==> src/rtl/mux_pkg.sv <==
// Shared constants and select-packing helper for the 16:1 registered multiplexer.
package mux_pkg;

    localparam int NUM_IN = 16;
    localparam int SEL_W  = 4;

    // s0 is the MSB, s3 the LSB of the packed select.
    function automatic logic [SEL_W-1:0] pack_sel(input logic s0, input logic s1,
                                                  input logic s2, input logic s3);
        return {s0, s1, s2, s3};
    endfunction

endpackage

==> src/rtl/mux_4to1.sv <==
// Combinational 4:1 multiplexer leaf used to build the 16:1 select tree.
module mux_4to1 #(
    parameter int N = 4
) (
    input  logic [N-1:0] a,
    input  logic [N-1:0] b,
    input  logic [N-1:0] c,
    input  logic [N-1:0] d,
    input  logic [1:0]   sel,
    output logic [N-1:0] y
);

    always_comb begin
        y = a;
        unique case (sel)
            2'd0: y = a;
            2'd1: y = b;
            2'd2: y = c;
            2'd3: y = d;
            default: y = a;
        endcase
    end

endmodule

==> src/rtl/mux_16to1.sv <==
// Registered 16:1 multiplexer: two-level 4:1 tree feeding a single output register.
module mux_16to1
    import mux_pkg::*;
#(
    parameter int N = 4
) (
    input  logic         clk,
    input  logic         rst,
    input  logic [N-1:0] i1,
    input  logic [N-1:0] i2,
    input  logic [N-1:0] i3,
    input  logic [N-1:0] i4,
    input  logic [N-1:0] i5,
    input  logic [N-1:0] i6,
    input  logic [N-1:0] i7,
    input  logic [N-1:0] i8,
    input  logic [N-1:0] i9,
    input  logic [N-1:0] i10,
    input  logic [N-1:0] i11,
    input  logic [N-1:0] i12,
    input  logic [N-1:0] i13,
    input  logic [N-1:0] i14,
    input  logic [N-1:0] i15,
    input  logic [N-1:0] i16,
    input  logic         s0,
    input  logic         s1,
    input  logic         s2,
    input  logic         s3,
    output logic [N-1:0] out
);

    logic [SEL_W-1:0] sel;
    logic [N-1:0]     grp [NUM_IN/4];
    logic [N-1:0]     sel_word;
    logic [N-1:0]     out_p0;

    assign sel = pack_sel(s0, s1, s2, s3);

    mux_4to1 #(.N(N)) u_grp0 (.a(i1),  .b(i2),  .c(i3),  .d(i4),  .sel(sel[1:0]), .y(grp[0]));
    mux_4to1 #(.N(N)) u_grp1 (.a(i5),  .b(i6),  .c(i7),  .d(i8),  .sel(sel[1:0]), .y(grp[1]));
    mux_4to1 #(.N(N)) u_grp2 (.a(i9),  .b(i10), .c(i11), .d(i12), .sel(sel[1:0]), .y(grp[2]));
    mux_4to1 #(.N(N)) u_grp3 (.a(i13), .b(i14), .c(i15), .d(i16), .sel(sel[1:0]), .y(grp[3]));

    mux_4to1 #(.N(N)) u_root (
        .a   (grp[0]),
        .b   (grp[1]),
        .c   (grp[2]),
        .d   (grp[3]),
        .sel (sel[3:2]),
        .y   (sel_word)
    );

    // Stage p0: the only register; selection captured at the edge, reset clears it.
    always_ff @(posedge clk) begin
        if (rst)
            out_p0 <= '0;
        else
            out_p0 <= sel_word;
    end

    assign out = out_p0;

endmodule

==> config.mk <==
export PLATFORM = sky130hd
export DESIGN_NAME = mux_16to1
export DESIGN_NICKNAME = d
export VERILOG_FILES = /design/src/rtl/mux_pkg.sv /design/src/rtl/mux_4to1.sv /design/src/rtl/mux_16to1.sv
export SDC_FILE = /design/constraint.sdc
export NUM_CORES = 1
export LEC_CHECK = 0
export BUFFER_PORTS_ARGS = -buffer_cell sky130_fd_sc_hd__clkbuf_2
export CAP_MARGIN = 0
export CORE_MARGIN = 5
export CORE_UTILIZATION = 35
export CTS_BUF_LIST = sky130_fd_sc_hd__clkbuf_8
export CTS_CLUSTER_DIAMETER = 50
export DETAILED_ROUTE_END_ITERATION = 7
export PLACE_DENSITY = 0.81
export RECOVER_POWER = 25
export SETUP_SLACK_MARGIN = 0.2
export SLEW_MARGIN = 20
export SYNTH_ARGS = -nofsm -noshare
export SYNTH_HDL_FRONTEND = slang
export SYNTH_SLANG_ARGS = --single-unit
==> constraint.sdc <==
create_clock -name clk -period 1.5 [get_ports clk]
set_input_delay 0.15 -clock clk [delete_from_list [all_inputs] [get_ports clk]]
set_output_delay 0.15 -clock clk [all_outputs]
set_load 0.05 [all_outputs]
# Word level (Yosys, flattened, before mapping)
# Index checks and enable logic that the tools add are counted.
dict set report classes {
  reduce_logical 2
  n_mux 5
  eq_ne 6
}
# cell n
set op_table {}
lappend op_table {{one-hot mux 4 bit (4 select lines)} 5}
lappend op_table {{equality test 2 bit, second input constant} 4}
lappend op_table {{equality test 2 x 1 -> 1 bit, second input constant} 2}
lappend op_table {{logical NOT 2 bit} 2}
dict set report word_totals {
  elab_cells 14
  reg_bits 4
  out_inout_bits 4
  inputBits 70
}

# Logic depth before layout (Yosys ltp)
dict set report depth {
  depth_word 3
  mapped_depth 6
}

# Modules after synthesis
# From an unflattened synthesis, not the netlist that was laid out.
dict set report hier_totals {
  cells_unflattened 28
  hier_area_um2 630.6
}
# module cells_per_inst area_each_um2 seq_area_each_um2 n_inst
set modules_own_cells {}
lappend modules_own_cells {mux_4to1 4 105.1 0.0 5}
lappend modules_own_cells {mux_16to1 8 105.1 80.1 1}

# Worst setup path after synthesis
# No wires, ideal clock.
dict set report synth_timing {
  kind {input port to flip-flop}
  from {input port s3}
  to {register out_p0[3] (netlist: out[3])}
  arrival_ns 1.121
  path_stages 4
  path_slack_ns 0.257
  path_cell_list {buf_6 mux4_1 a211oi_2 a211oi_2}
}
dict set report synth_via {
  elab_chain_cells 3
  elab_cells_between_ends 9
}
# element line_no
set synth_lines {}
lappend synth_lines {{from (decl)} mux_16to1.sv:28} ;# input logic s3,
lappend synth_lines {{equality test 2 bit, or another cell as far along} mux_4to1.sv:15} ;# unique case (sel)
lappend synth_lines {{one-hot mux 4 bit (4 select lines)} mux_4to1.sv:15}
lappend synth_lines {{one-hot mux 4 bit (4 select lines) (*)} mux_4to1.sv:15}
lappend synth_lines {{to (signal assigned)} mux_16to1.sv:58} ;# out_p0 <= sel_word;
lappend synth_lines {{to (decl)} mux_16to1.sv:35} ;# logic [N-1:0] out_p0;
# Every way passes the cells marked *; elsewhere a longest branch is shown, timed or not.
# A chain may end at the register's enable or synchronous reset.

# Worst setup path after layout
dict set report layout_timing {
  from {input port s3}
  to {register out_p0[0] (netlist: out[0])}
}
# The elaborated chain is that of the path after synthesis.

==> impl_metrics.toml <==
[yosys]
synth_seq_area_share_pct = 11.8
synth_nets = 115
yosys-top-cells-area = "mux4_2 (30%), mux4_1 (23%), dfxtp_1 (12%), mux2i_1 (10%), a211oi_2 (3.7%)"
ys_types = 18
yosysTopAreaCell = "mux4_2"
yosys_warnings = 0
avgSynthCellArea_sq_um = 15.1
postSynthCellCount = 45
ys_ff_latch = 4
synth_top_area_share_pct = 29.8
synth_area_sq_um = 679

[sta]
tightest_slew_ns = 0.598
slew_headroom_pct = 60.3
setup_viol = 0
fmax_mhz = 838
period_needed_ns = 1.19
report.final.slew_viol_count = 0
rsz0062_at_grt = "no"
hold_viol = 0
post-route-period-util_pct = 79.5
tns_ns = 0

[setup_path]
cp.required_ns = 1.59
path_max_fanout = 8
cp.arrival_ns = 1.28
crit_cells = 5
slowest_stage = "mux4_2"
cp-startpoint = "s3"
worst-path-buf-inv = 2
criticalPathCategory = "in2reg"
crit_path_end_kind = "register"
critPathCapture = "out[0]"
crit_family = "multiplexers"
max_stage_delay_ns = 0.51
start_kind = "primary input"
worstPathCellList = "clkbuf_2 -> buf_12 -> mux4_2 -> mux2i_1 -> o22ai_1"

[floorplan]
start_util_pct = 35.7
coreArea_sq_mm = 0.00190
ios = 74
design.die.area_sq_mm = 0.00292
num_rows = 16
die_y_um = 54.1
die_x_um = 54.1

[global_routing]
grt_pass1_wl_mm = 3.35
grt_max_degree = 17
gr-usage-all-layers_pct = 16.0
antenna_found_initial = 0
first_global_vias = 784
grt_overflow = 0

[placed_design]
port_buffers = 73
gp_congestion = 0.814
hpwlAfterDp_mm = 2.00

[detailed_routing]
drt-initial-drc-count = 5
drt-pass1-iter-count = 3
avgRoutedWirePerCell_um = 14.9
via_per_inst = 5.03
ant_nets = 0
drt_wl_total_mm = 2.18
drcViolationCount = 0
vias = 735

[clocking]
numCtsBuffers = 3
ctsHoldBuffers = 0
htree_levels = 1
cts_root_buf = "clkbuf_8"
cts.clk_slew.worst_paths_ns = 0.03
cts_max_path_buffers = 2
tritoncts = "yes"
cts_sinks = 4
cts.repair.resized = 0
cts_setup_buffers = 0

[finish]
fillers = 172
largest_register_ffs = 4
area_growth_pct = 62.1
diodes = 0
nets = 191
layout-drive-gt1-share_pct = 76.5

[power_and_ir_drop]
leakagePower_nw = 0.572
ir_drop_mv = 0.305
p_total_w = 0.000634
p_per_area_mw_per_mm2 = 576

[flow_run]
drv_cap = 0

[outcome]
status = "complete, no violations"

[min_path]
holdCritStartpoint = "rst"
hold_class = "in2reg"
## power by group
group | switching, W | leakage, nW | internal (W) | total (W)
registers | 0.00000254 | 0.0333 | 0.000118 | 0.000121
clock network | 0.0000496 | 0.0216 | 0.000171 | 0.000220
logic | 0.000126 | 0.517 | 0.000168 | 0.000293
## cells by family after synthesis
kind of cell	share of synthesized area, %
AND/OR/NAND/NOR	6.63
multiplexers	65.0
buffers and inverters	7.55
AO/OA/AOI/OAI	9.02
flip-flops	11.8
## Yosys cell counts
library cell / count
mux2i_1: 7
nor2b_4: 1
or2_2: 1
a211oi_2: 2
o311a_1: 1
buf_2: 1
mux2_2: 1
buf_6: 2
mux4_1: 6
a211oi_1: 1
and2b_1: 1
o22ai_1: 3
buf_12: 1
nand3_1: 1
dfxtp_1: 4
nand2b_1: 2
mux4_2: 9
buf_1: 1
## area by class of cell
class / instances / area, sq um / share of cell area, %
multi-input cells: 36 / 548 / 49.8
repair buffers: 76 / 398 / 36.1
flip-flops and latches: 4 / 80.1 / 7.27
clock buffers: 3 / 41.3 / 3.75
well taps: 27 / 33.8 / 3.07
## metal layers
metal  up-vias  track usage (%)  share of wire [%]
li1        354                -                  -
met1       342             17.4                 33
met2        33             29.8                 57
met3         6             3.05                6.9
met4         0             6.64                3.0
met5         -                0                  0
## worst min path at each step
stage                     endpoint  slack (ns)  cells past startpoint
after floorplan             out[3]        0.22                      1
after global placement      out[3]        0.35                      2
after detailed placement    out[3]        0.35                      2
after CTS                   out[3]        0.14                      2
after global routing        out[3]        0.15                      2
final                       out[3]        0.14                      2
## per-stage QoR
step / instance area [sq um] / util (%) / std cells / worst slack, ns / hold slack [ns]
6_report: 1100 / 57.9 / 146 / 0.307 / 0.138
5_1_grt: 1100 / 57.9 / 146 / 0.251 / 0.151
2_1_floorplan: 679 / - / 45 / 0.257 / 0.223
4_1_cts: 1100 / 58.0 / 146 / 0.293 / 0.136
3_3_place_gp: 1060 / 55.9 / 143 / 0.101 / 0.347
3_5_place_dp: 1060 / 55.9 / 143 / 0.0732 / 0.352
## cell usage in the layout (no fill, tap or decap), types with 2 or more instances in the layout
cell,instances
dfxtp_1,4
clkbuf_2,71
clkbuf_1,2
mux4_1,6
buf_4,2
o22ai_1,3
mux2i_1,7
mux4_2,9
nand2b_1,2
a211oi_2,2
clkbuf_8,3
Note: power is estimated with default switching activity, not from simulation.
